===== config.mk =====
export PLATFORM = sky130hd
export DESIGN_NAME = elevator_ctrl_n
export DESIGN_NICKNAME = d
export VERILOG_FILES = /design/src/rtl/elevator_ctrl_n.sv
export SDC_FILE = /design/constraint.sdc
export NUM_CORES = 1
export LEC_CHECK = 0
export ABC_AREA = 1
export CORE_UTILIZATION = 60
export CTS_BUF_LIST = sky130_fd_sc_hd__clkbuf_2
export DETAILED_ROUTE_END_ITERATION = 16
export PLACE_DENSITY = 0.82
export SETUP_SLACK_MARGIN = 0.15
export SLEW_MARGIN = 5
export SYNTH_ARGS = -nofsm -noshare
export SYNTH_HDL_FRONTEND = slang
export SYNTH_SLANG_ARGS = --single-unit

===== constraint.sdc =====
create_clock -name clk -period 4.64 [get_ports clk]
set_input_delay 0.464 -clock clk [delete_from_list [all_inputs] [get_ports clk]]
set_output_delay 0.464 -clock clk [all_outputs]
set_load 0.01 [all_outputs]

===== src/rtl/elevator_ctrl_n.sv =====
// N-floor elevator car controller: latched calls, SCAN direction policy,
// timed floor-to-floor travel, timed door with hold, emergency-stop freeze.
module elevator_ctrl_n #(
  parameter  int FLOORS      = 8,
  parameter  int FLOOR_TICKS = 50_000_000,
  parameter  int DOOR_TICKS  = 100_000_000,
  localparam int FW          = $clog2(FLOORS)
) (
  input  logic              clk,
  input  logic              rst_n,
  input  logic [FLOORS-1:0] req_i,
  input  logic              estop_i,
  output logic [FW-1:0]     cur_floor_o,
  output logic              dir_up_o,
  output logic              moving_o,
  output logic              door_open_o,
  output logic [FLOORS-1:0] pending_o
);

  localparam int MAXT = (FLOOR_TICKS > DOOR_TICKS) ? FLOOR_TICKS : DOOR_TICKS;
  localparam int CW   = $clog2(MAXT + 1);
  localparam logic [CW-1:0] FLOOR_LAST = CW'(FLOOR_TICKS - 1);
  localparam logic [CW-1:0] DOOR_LAST  = CW'(DOOR_TICKS - 1);
  localparam logic [FW-1:0] TOP_FLOOR  = FW'(FLOORS - 1);

  typedef enum logic [1:0] {
    S_IDLE = 2'd0,
    S_MOVE = 2'd1,
    S_DOOR = 2'd2
  } state_t;

  state_t            state_q, state_d;
  logic [CW-1:0]     cnt_q, cnt_d;
  logic [FW-1:0]     floor_q, floor_d;
  logic              dir_q, dir_d;
  logic [FLOORS-1:0] pend_q, pend_d;
  logic              moving_q, moving_d;
  logic              door_q, door_d;

  logic [FLOORS-1:0] eff_s;
  logic [FLOORS-1:0] clr_s;
  logic              above_s, below_s, ahead_s, behind_s;
  logic [FW-1:0]     next_floor_s;

  function automatic logic [FLOORS-1:0] onehot(input logic [FW-1:0] idx);
    onehot = {{(FLOORS-1){1'b0}}, 1'b1} << idx;
  endfunction

  // State register and registered outputs
  always_ff @(posedge clk) begin
    if (!rst_n) begin
      state_q  <= S_IDLE;
      cnt_q    <= '0;
      floor_q  <= '0;
      dir_q    <= 1'b1;
      pend_q   <= '0;
      moving_q <= 1'b0;
      door_q   <= 1'b0;
    end else begin
      state_q  <= state_d;
      cnt_q    <= cnt_d;
      floor_q  <= floor_d;
      dir_q    <= dir_d;
      pend_q   <= pend_d;
      moving_q <= moving_d;
      door_q   <= door_d;
    end
  end

  // Call visibility relative to the car; a fresh request counts in its own cycle
  always_comb begin
    eff_s   = pend_q | req_i;
    above_s = 1'b0;
    below_s = 1'b0;
    for (int i = 0; i < FLOORS; i++) begin
      above_s = above_s | (eff_s[i] & (i > int'(floor_q)));
      below_s = below_s | (eff_s[i] & (i < int'(floor_q)));
    end
    ahead_s  = dir_q ? above_s : below_s;
    behind_s = dir_q ? below_s : above_s;
    if (dir_q) begin
      next_floor_s = (floor_q == TOP_FLOOR) ? floor_q : floor_q + FW'(1);
    end else begin
      next_floor_s = (floor_q == '0) ? floor_q : floor_q - FW'(1);
    end
  end

  // Next-state logic; estop holds every piece of motion state
  always_comb begin
    state_d = state_q;
    cnt_d   = cnt_q;
    floor_d = floor_q;
    dir_d   = dir_q;
    if (!estop_i) begin
      case (state_q)
        S_IDLE: begin
          cnt_d = '0;
          if (eff_s[floor_q]) begin
            state_d = S_DOOR;
          end else if (ahead_s) begin
            state_d = S_MOVE;
          end else if (behind_s) begin
            state_d = S_MOVE;
            dir_d   = ~dir_q;
          end else begin
            state_d = S_IDLE;
          end
        end
        S_MOVE: begin
          if (cnt_q == FLOOR_LAST) begin
            cnt_d   = '0;
            floor_d = next_floor_s;
            state_d = eff_s[next_floor_s] ? S_DOOR : S_MOVE;
          end else begin
            cnt_d = cnt_q + CW'(1);
          end
        end
        S_DOOR: begin
          if (req_i[floor_q]) begin
            cnt_d = '0;
          end else if (cnt_q == DOOR_LAST) begin
            cnt_d   = '0;
            state_d = S_IDLE;
          end else begin
            cnt_d = cnt_q + CW'(1);
          end
        end
        default: begin
          state_d = S_IDLE;
          cnt_d   = '0;
        end
      endcase
    end else begin
      state_d = state_q;
    end
  end

  // Output and call-latch next values; the serviced floor clears as the door opens
  always_comb begin
    moving_d = (state_d == S_MOVE) && !estop_i;
    door_d   = (state_d == S_DOOR);
    if ((state_d == S_DOOR) && !estop_i) begin
      clr_s = onehot(floor_d);
    end else begin
      clr_s = '0;
    end
    pend_d = eff_s & ~clr_s;
  end

  assign cur_floor_o = floor_q;
  assign dir_up_o    = dir_q;
  assign moving_o    = moving_q;
  assign door_open_o = door_q;
  assign pending_o   = pend_q;

endmodule


==> flow_metrics.py, run 1 <==
metrics = {
    "logic_synthesis": {
        "avgSynthCellArea_um2": 6.19,
        "synth_seq_cells": 43,
        "yosys.area_share.simple": 0.465,
        "synth-compound-area-share": 0.121,
        "synth_area_mm2": 0.00330,
        "muxShareOfSynthArea": 0,
        "yosysSeqAreaShare": 0.261,
        "synth_top_area_cell": "dfxtp_1",
        "synth_common_cells": "nand2_1, nor2_1, inv_1",
        "syn_inst": 533,
        "synth_fp_nets": 554,
        "synth.top_cell.area_share": 0.261,
        "synth.distinct_cells": 43,
        "synth_top_family_by_area": "simple AND/OR/NAND/NOR gates",
        "synthTopCellsByArea": "dfxtp_1, nand2_1, nand3_1",
        "ys.flop_type": "dfxtp_1",
        "synth-edff-count": 0,
        "synthAdderAreaFrac": 0.0379,
        "synthArstFlopShare": 0,
        "ys_warn_count": 0,
        "synth.most_common_cell": "nand2_1",
        "synth-xor-area-share": 0.0186,
    },
    "sta": {
        "hold_viol": 0,
        "tightest_slew_ns": 0.965,
        "slew_viol_final": 0,
        "max_freq_mhz": 354,
        "post-route-min-period_ns": 2.82,
        "finalCritPeriodShare": 0.609,
        "rsz0062_at_grt": "false",
        "final.setup.tns_ns": 0,
        "finalSetupViolCount": 0,
        "finalClockSkew_ns": 0.0356,
        "slew_headroom": 0.352,
    },
    "cells_and_area": {
        "fin_area_mm2": 0.00364,
        "drive_above_1_share": 0.101,
        "syn2layout_area_growth_pct": 10.2,
        "fin_nets": 572,
        "antenna_cells": 0,
        "fin_cells": 622,
    },
    "floorplanning": {
        "start_util": 0.634,
        "fp-row-count": 26,
        "fp.dieH_um": 76.2,
        "ios": 25,
        "fp.dieW_um": 76.2,
        "dieArea_mm2": 0.00580,
        "core_mm2": 0.00520,
    },
    "routing": {
        "drc": 0,
        "vias": 3503,
        "dr.pass1.iters": 6,
        "avgViaCountPerCell": 5.63,
        "routedWlPerCell_um": 13.2,
        "ant_nets": 0,
        "drtIter0Drc": 258,
        "postRouteWirelength_um": 8210,
    },
    "clock_tree": {
        "cts_resized": 0,
        "clock-root-buffer": "clkbuf_2",
        "htree_levels": 2,
        "clk_pin_slew_ns": 0.24,
        "post-cts-setup-buffers": 0,
        "cts-buffers-inserted": 5,
        "postCtsHoldBufs": 0,
        "clk_path_buf_depth": 2,
        "insertion_delay_ns": 0.43,
        "cts_tree": "yes",
        "clock_sinks": 43,
    },
    "power_and_ir_drop": {
        "power.total_w": 0.000720,
        "p_leak_nw": 1.53,
        "power_density_mw_per_mm2": 198,
        "peakVddDrop_mv": 0.122,
    },
    "setup_path": {
        "crit_start": "cur_floor_o[0]",
        "cp-end-kind": "flop",
        "reg2reg_from": "cur_floor_o[0]",
        "critPathRequiredTime_ns": 4.98,
        "crit_fanout": 18,
        "worstPathArrival_ns": 3.17,
        "cp-start-kind": "flop",
        "worst-setup-path-type": "flop to flop",
        "r2r_slack_ns": 1.82,
    },
    "global_route": {
        "grt_usage": 0.294,
        "grt_pass1_vias": 3251,
        "grt_max_degree": 36,
        "grt_pass1_wl_um": 14100,
        "grt_overflow": 0,
        "antenna_found_initial": 0,
    },
    "place": {
        "placed_area_mm2": 0.00356,
        "dp_cells": 614,
        "io_buffer_count": 24,
        "hpwlAfterDp_um": 6210,
        "routabilityCongestion": 0.885,
    },
    "worst_hold_path": {
        "min_from": "cnt_q[1]",
        "worstHoldPathType": "flop to flop",
    },
    "status": {
        "status": "complete, no violations",
    },
    "run": {
        "maxCapViolations": 0,
    },
}
[kinds of logic (layout without fill, tap and decap cells)]
group,after synthesis,after routing
AO/OA/AOI/OAI,71,71
XOR/XNOR,7,7
adder cells (fa/ha/maj),10,10
buffers and inverters,79,98
flip-flops,43,43
AND/OR/NAND/NOR,323,323
[stage by stage]
step | hold slack [ns] | setup WS (ns) | util
after floorplan | 0.453 | 2.39 | -
after CTS | 0.509 | 1.88 | 0.699
final | 0.503 | 1.82 | 0.699
after global routing | 0.540 | 1.56 | 0.699
after detailed placement | 0.483 | 1.90 | 0.685
after global placement | 0.471 | 2.01 | 0.685
[per-layer routing]
layer	global-route usage	share of wire	up-vias
met2	0.508	0.48	110
met5	0	0	-
met3	0.0359	0.037	31
li1	-	-	1776
met1	0.360	0.44	1586
met4	0.148	0.041	0
[area by class of cell]
cell class / count / area, um^2
multi-input combinational: 411 / 2120
inverter: 65 / 249
clock inverter: 3 / 46.3
tap: 70 / 87.6
fill: 464 / 1570
clock buffer: 5 / 25.0
timing repair buffer: 25 / 248
sequential: 43 / 861
[placed cells by master, fill, tap and decap left out, types with 2 or more instances in the layout]
cell type and n:
inv_2 8, o21ai_1 8, clkdlybuf4s50_1 24, nand2_2 5, nand3_2 4, nand2_1 144, a31oi_1 4, xor2_1 5
inv_1 54, nand2_4 3, or2_2 3, nor2_4 2, nand3_1 50, dfxtp_1 43, ha_1 10, nor2_2 8
inv_4 2, o21ai_2 2, o21ai_0 18, nand4_1 20, nor3_2 2, clkbuf_2 5, or2_1 2, a21oi_1 33
nor4_1 4, nor2_1 65, nor3_1 5, xnor2_1 2
[power breakdown]
group | leakage [nW] | switching [W] | total (W) | internal (W)
sequential | 0.349 | 0.00000505 | 0.000384 | 0.000379
combinational | 1.14 | 0.0000696 | 0.000112 | 0.0000419
clock | 0.0396 | 0.000132 | 0.000224 | 0.0000926
[critical path, stage by stage (launching register included)]
cell and delay, ns:
dfxtp_1 0.76, inv_2 0.27, ha_1 0.33, nand2_1 0.11
nand2_2 0.08, nand2_1 0.09, nand2_2 0.10, nand2_2 0.12
nand2_1 0.07, nand3_1 0.09, nand3_1 0.07, nand3_1 0.07
nand2_1 0.09, a21oi_4 0.27, nor2_2 0.10, nor3_2 0.14
[sequential cells by signal (all words and copies together), names as in the netlist]
name and flops:
cnt_q 27, cur_floor_o 3, dir_up_o 1, door_open_o 1, moving_o 1, pending_o 8, state_q 2
[final timing paths]
path | endpoint | depth (start not counted)
max | door_open_o | 15
min | cnt_q[1] | 2
max reg2reg | door_open_o | 15
min reg2reg | cnt_q[1] | 2
No activity file was read; power rests on OpenSTA's default activity.
==> run 2, diff against run 1 <==
Settings changed: CORE_UTILIZATION 60 to 55, PLACE_DENSITY 0.82 to 0.79.
Clock period 4.64 ns to 2.5 ns, I/O delays scaled along.
==> flow_metrics.py, run 2 (synthesis results as in run 1) <==
metrics = {
    "floorplanning": {
        "fp.dieH_um": 79.5,
        "ios": 25,
        "fp-row-count": 27,
        "start_util": 0.585,
        "dieArea_mm2": 0.00631,
        "core_mm2": 0.00564,
        "fp.dieW_um": 79.5,
    },
    "sta": {
        "post-route-min-period_ns": 2.17,
        "slew_headroom": 0.704,
        "fin_ws_ns": 0.330,
        "max_freq_mhz": 461,
        "final.setup.tns_ns": 0,
        "finalClockSkew_ns": 0.0240,
        "slew_viol_final": 0,
        "finalCritPeriodShare": 0.868,
        "tightest_slew_ns": 0.440,
        "hold_viol": 0,
        "rsz0062_at_grt": "true",
        "finalSetupViolCount": 0,
    },
    "routing": {
        "postRouteWirelength_um": 8570,
        "vias": 3543,
        "ant_nets": 0,
        "avgViaCountPerCell": 5.56,
        "drtIter0Drc": 211,
        "routedWlPerCell_um": 13.5,
        "drc": 0,
        "dr.pass1.iters": 5,
    },
    "setup_path": {
        "critPathRequiredTime_ns": 2.85,
        "rr_worst_depth": 15,
        "crit_fanout": 6,
        "reg2reg_from": "cur_floor_o[0]",
        "worst_path_most_repeated_cell": "nand2_1",
        "cp_num_buf_inv": 1,
        "path_cells": "ha_1, nand2_1, nand2_1, nand2_1, nand2_2, nand2_2, nand2_1, nand3_1, nand3_1, nand3_1, nand2_1, a21oi_4, nand4_1, nand2_1, inv_1",
        "crit_slowest_cell": "dfxtp_2",
        "slowest_delay_ns": 0.38,
        "cp_top_family": "simple AND/OR/NAND/NOR gates",
        "cp-end-kind": "flop",
        "cp-start-kind": "flop",
        "worst-setup-path-type": "flop to flop",
        "r2r_slack_ns": 0.33,
        "reg2reg_to": "pending_o[1]",
        "worstPathArrival_ns": 2.52,
    },
    "cells_and_area": {
        "fin_area_mm2": 0.00373,
        "final_common_cell": "nand2_1",
        "drive_above_1_share": 0.138,
        "antenna_cells": 0,
        "layout_common_cells": "nand2_1, nor2_1, inv_1",
        "regMostFlops": "cnt_q",
        "largest_reg_flops": 27,
        "syn2layout_area_growth_pct": 13.2,
        "fin_nets": 585,
    },
    "run": {
        "maxCapViolations": 0,
    },
    "global_route": {
        "grt_pass1_wl_um": 14100,
        "grt_max_degree": 36,
        "grt_usage": 0.280,
        "antenna_found_initial": 0,
        "grt_pass1_vias": 3177,
        "grt_overflow": 0,
    },
    "worst_hold_path": {
        "worstHoldPathCells": 1,
        "holdPathEnd": "cnt_q[0]",
        "worstHoldPathType": "flop to flop",
        "min_from": "cnt_q[0]",
    },
    "power_and_ir_drop": {
        "pwr-share-comb": 0.176,
        "power_density_mw_per_mm2": 329,
        "clock_power_share": 0.244,
        "p_int_w": 0.000860,
        "peakVddDrop_mv": 0.305,
        "p_leak_nw": 1.58,
        "p_sw_w": 0.000368,
        "p_sw_frac": 0.300,
        "pwr-share-seq": 0.580,
    },
    "clock_tree": {
        "clk_pin_slew_ns": 0.21,
        "cts_tree": "yes",
        "clock_sinks": 43,
        "clk_path_buf_depth": 2,
        "cts-buffers-inserted": 5,
        "insertion_delay_ns": 0.42,
        "clock-root-buffer": "clkbuf_2",
        "htree_levels": 2,
    },
    "place": {
        "post-place-ws_ns": 0.207,
        "io_buffer_count": 24,
        "hpwlAfterDp_um": 6460,
        "routabilityCongestion": 0.961,
        "placed_area_mm2": 0.00366,
    },
    "status": {
        "status": "complete, no violations",
    },
}
==> run 2: cell types whose count changed in the layout (fill, tap and decap cells not counted), moves of 2 or more <==
cell,before,now
o21ai_1,8,6
buf_4,1,13
dfxtp_1,43,38
dfxtp_2,0,5
o21ai_2,2,4
==> run 2: worst max path at each step <==
stage	slack, ns	depth (start not counted)	from	end
after CTS	0.30	12	cnt_q[0]	cnt_q[24]
after global placement	0.28	14	req_i[1]	moving_o
final	0.33	15	cur_floor_o[0]	pending_o[1]
after detailed placement	0.21	14	req_i[1]	moving_o
after floorplan	0.25	17	cur_floor_o[0]	pending_o[4]
after global routing	0.11	12	cnt_q[0]	pending_o[1]
==> run 2: per-layer routing <==
metal / track usage / routed length [um] / up-vias
li1: - / - / 1803
met1: 0.334 / 3740 / 1604
met2: 0.514 / 4330 / 120
met3: 0.0343 / 372 / 16
met4: 0.0927 / 129 / 0
met5: 0 / 0 / -
==> run 2: cell type report <==
cell class	count	area (um^2)
Multi-Input combinational cell	412	2150
Fill cell	525	1910
Sequential cell	43	867
Timing Repair Buffer	37	338
Inverter	65	249
Tap cell	72	90.1
Clock buffer	6	30.0
Clock inverter	2	12.5
==> run 2: worst register-to-register path: stages, from the launching register on <==
cell	delay [ns]
dfxtp_2	0.38
ha_1	0.23
nand2_1	0.13
nand2_1	0.11
nand2_1	0.12
nand2_2	0.10
nand2_2	0.13
nand2_1	0.07
nand3_1	0.07
nand3_1	0.07
nand3_1	0.09
nand2_1	0.11
a21oi_4	0.23
nand4_1	0.13
nand2_1	0.09
inv_1	0.03
==> run 2: repair_timing <==
action | 4_1_cts | 5_1_grt
hold buffers | 0 | 0
resized for setup | 0 | 9
setup buffers | 0 | 0
setup endpoints to repair | 0 | 14
==> run 2: power by group through the flow <==
| stage | combinational (W) | clock, W | sequential [W] |
|---|---|---|---|
| final | 0.000217 | 0.000299 | 0.000713 |
| after CTS | 0.000212 | 0.000311 | 0.000713 |
| after global routing | 0.000239 | 0.000345 | 0.000715 |
| after global placement | 0.000208 | 0 | 0.000726 |
| after floorplan | 0.000122 | 0 | 0.000730 |
| after detailed placement | 0.000211 | 0 | 0.000726 |
==> run 2: per-stage QoR <==
| step | utilization | std cells | hold slack, ns | power [W] |
|---|---|---|---|---|
| finish | 0.662 | 637 | 0.476 | 0.00123 |
| global route | 0.662 | 637 | 0.491 | 0.00130 |
| CTS | 0.656 | 636 | 0.496 | 0.00124 |
| detailed placement | 0.648 | 628 | 0.484 | 0.000937 |
| global placement | 0.648 | 628 | 0.466 | 0.000934 |
| floorplan | - | 533 | 0.329 | 0.000852 |
==> run 3, diff against run 2 <==
Clock period 2.5 ns to 1.8 ns, I/O delays scaled along.
==> flow_metrics.py, run 3 <==
metrics = {
    "logic_synthesis": {
        "syn_inst": 533,
        "synth_seq_cells": 43,
        "synth.most_common_cell": "nand2_1",
        "ys_warn_count": 0,
        "synth_fp_nets": 554,
        "synth_top_area_cell": "dfxtp_1",
        "synth_common_cells": "nand2_1, nor2_1, inv_1",
        "synthArstFlopShare": 0,
        "synth.top_cell.area_share": 0.261,
        "synthTopCellsByArea": "dfxtp_1, nand2_1, nand3_1",
        "synth-edff-count": 0,
        "yosysSeqAreaShare": 0.261,
        "avgSynthCellArea_um2": 6.19,
        "synth_area_mm2": 0.00330,
        "synth.distinct_cells": 43,
        "ys.flop_type": "dfxtp_1",
    },
    "status": {
        "stop_error": "[ERROR GRT-0232] Routing congestion too high. Check the congestion heatmap in the GUI.",
        "status": "aborted with a tool error",
        "lastStage": "global routing",
    },
    "place": {
        "io_buffer_count": 24,
        "post-place-ws_ns": -0.538,
        "hpwlAfterDp_um": 7740,
        "routabilityCongestion": 0.981,
    },
    "clock_tree": {
        "postCtsHoldBufs": 0,
        "htree_levels": 2,
        "clk_path_buf_depth": 2,
        "clock_sinks": 43,
        "clock-root-buffer": "clkbuf_2",
        "cts-buffers-inserted": 5,
    },
    "global_route": {
        "grt_overflow": 15,
        "grt_max_degree": 36,
        "grt_usage": 0.652,
    },
    "floorplanning": {
        "fp.dieH_um": 79.5,
        "start_util": 0.585,
        "ios": 25,
        "fp-row-count": 27,
        "fp.dieW_um": 79.5,
    },
    "sta": {
        "worstEpCategory": "register data pin",
        "worst_endpoint": "pending_o[2]$_SDFF_PN0_/D",
    },
}
==> run 3: metrics by stage <==
step	cell area [um^2]	cells	hold slack, ns
floorplan	3430	533	0.259
global placement	4480	720	0.480
detailed placement	4480	720	0.483
CTS	4930	744	0.327
==> run 3: logic make-up after synthesis <==
logic type | count (synthesis) | share of synthesized area
simple gates | 323 | 0.465
buf+inv | 79 | 0.0967
compound gates | 71 | 0.121
flops | 43 | 0.261
fa+ha+maj | 10 | 0.0379
xor+xnor | 7 | 0.0186
==> run 3: timing repair <==
action | CTS
pin swaps | 36
gates resized for setup | 74
endpoints found under the setup margin | 47
buffers inserted | 13
gates cloned | 3
==> run 3: metal layers <==
metal,GRT usage,GRT overflow
met1,0.659,0
met2,0.889,9
met3,0.399,0
met4,0.664,6
met5,0,0
==> run 4, diff against run 3 <==
Settings changed: CORE_UTILIZATION 55 to 40, CTS_BUF_LIST sky130_fd_sc_hd__clkbuf_2 to not set, PLACE_DENSITY 0.79 to not set, PLACE_DENSITY_LB_ADDON set to 0.15, SETUP_SLACK_MARGIN 0.15 to not set.
Clock period 1.8 ns to 2.3 ns, I/O delays scaled along.
==> flow_metrics.py, run 4 (synthesis results as in run 1) <==
metrics = {
    "sta": {
        "finalClockSkew_ns": 0.00608,
        "finalCritPeriodShare": 0.923,
        "rsz0062_at_grt": "false",
        "post-route-min-period_ns": 2.12,
        "whs_ns": 0.495,
        "hold_viol": 0,
        "max_freq_mhz": 471,
        "slew_viol_final": 0,
        "finalSetupViolCount": 0,
        "tightest_slew_ns": 0.519,
        "slew_headroom": 0.653,
        "fin_ws_ns": 0.177,
    },
    "cells_and_area": {
        "fin_nets": 599,
        "layout_common_cells": "nand2_1, nor2_1, inv_1",
        "regMostFlops": "cnt_q",
        "antenna_cells": 0,
        "drive_above_1_share": 0.174,
        "final_common_cell": "nand2_1",
        "nFillCells": 852,
        "syn2layout_area_growth_pct": 21.2,
        "multi_input_area_mm2": 0.00221,
        "largest_reg_flops": 27,
        "fin_area_mm2": 0.00400,
        "regArea_um2": 870,
    },
    "routing": {
        "ant_nets": 0,
        "postRouteWirelength_um": 9430,
        "routedWlPerCell_um": 13.9,
        "dr.pass1.iters": 6,
        "vias": 3538,
        "drc": 0,
        "drtIter0Drc": 126,
        "avgViaCountPerCell": 5.20,
    },
    "setup_path": {
        "worstPathArrival_ns": 2.32,
        "rr_worst_depth": 14,
        "cp-start-kind": "flop",
        "slowest_delay_ns": 0.37,
        "path_depth": 14,
        "worst_path_most_repeated_cell": "nand2_1",
        "cp_num_buf_inv": 1,
        "crit_fanout": 4,
        "cp-end-kind": "flop",
        "worst-setup-path-type": "flop to flop",
        "crit_slowest_cell": "dfxtp_2",
        "cp_top_family": "simple AND/OR/NAND/NOR gates",
        "r2r_slack_ns": 0.18,
        "path_cells": "ha_4, nand3_4, nor2_4, nand2_4, nor2_8, nand3_4, nor3_4, nand2_1, nand2_2, nand2_1, nor2_1, nand4_1, nand2_1, inv_1",
        "critPathRequiredTime_ns": 2.50,
    },
    "power_and_ir_drop": {
        "power.total_w": 0.00156,
        "p_leak_nw": 1.68,
        "peakVddDrop_mv": 0.192,
        "power_density_mw_per_mm2": 389,
    },
    "clock_tree": {
        "clock-root-buffer": "clkbuf_8",
        "htree_levels": 2,
        "clock_sinks": 43,
        "cts-buffers-inserted": 5,
        "cts_tree": "yes",
        "insertion_delay_ns": 0.29,
        "clk_path_buf_depth": 2,
        "clk_pin_slew_ns": 0.08,
    },
    "global_route": {
        "grt_usage": 0.230,
        "grt_max_degree": 36,
        "grt_overflow": 0,
        "grt_pass1_wl_um": 15800,
        "grt_pass1_vias": 3324,
        "antenna_found_initial": 0,
    },
    "place": {
        "placed_area_mm2": 0.00377,
        "io_buffer_count": 24,
        "post-place-ws_ns": -0.0859,
        "hpwlAfterDp_um": 7160,
        "routabilityCongestion": 0.949,
    },
    "worst_hold_path": {
        "worstHoldPathType": "flop to flop",
        "worstHoldPathCells": 2,
    },
    "floorplanning": {
        "fp.dieW_um": 92.8,
        "fp.dieH_um": 92.8,
        "fp-row-count": 32,
        "core_mm2": 0.00785,
        "start_util": 0.420,
        "dieArea_mm2": 0.00862,
        "ios": 25,
    },
    "run": {
        "maxCapViolations": 0,
    },
    "status": {
        "status": "complete, no violations",
    },
}
==> run 4: power by group <==
group | leakage [nW] | switching, W | internal (W)
Combinational | 1.27 | 0.000150 | 0.000100
Sequential | 0.352 | 0.0000110 | 0.000759
Clock | 0.0515 | 0.000262 | 0.000275
==> run 4: metal layers <==
| layer | global-route usage | wire length, um | vias to the layer above |
|---|---|---|---|
| met4 | 0.104 | 285 | 0 |
| met2 | 0.413 | 4690 | 100 |
| li1 | - | - | 1827 |
| met1 | 0.272 | 4030 | 1591 |
| met3 | 0.0246 | 426 | 20 |
| met5 | 0 | 0 | - |
==> run 4: repair_timing <==
action	in CTS	in global routing
resized for setup	0	26
hold endpoints to repair	0	0
hold buffers	0	0
buffers inserted	0	4
endpoints found under the setup margin	0	14
==> run 4: through the flow <==
step	utilization	setup TNS [ns]	cells
floorplan	-	0	533
global route	0.510	0	681
detailed placement	0.480	-0.185	668
finish	0.510	0	681
global placement	0.480	-0.276	668
CTS	0.493	0	676
==> run 4: final cells by class <==
class | count | share of cell area
Timing Repair Buffer | 51 | 0.112
Tap cell | 102 | 0.0319
Sequential cell | 43 | 0.217
Multi-Input combinational cell | 412 | 0.552
Inverter | 65 | 0.0623
Clock buffer | 8 | 0.0250
==> run 4: worst paths after layout <==
check / start / end
worst min register to register: cnt_q[1] / cnt_q[1]
worst max register to register: cnt_q[1] / pending_o[1]
worst max-delay path: cnt_q[1] / pending_o[1]
worst min-delay path: cnt_q[1] / cnt_q[1]
==> run 4: worst reg2reg max path, delay by kind of cell, from the launching register on <==
family	cells	cell delay, ns
adders and majority gates	1	0.16
buffers and inverters	1	0.04
DFF	1	0.37
and+or+nand+nor	12	1.46
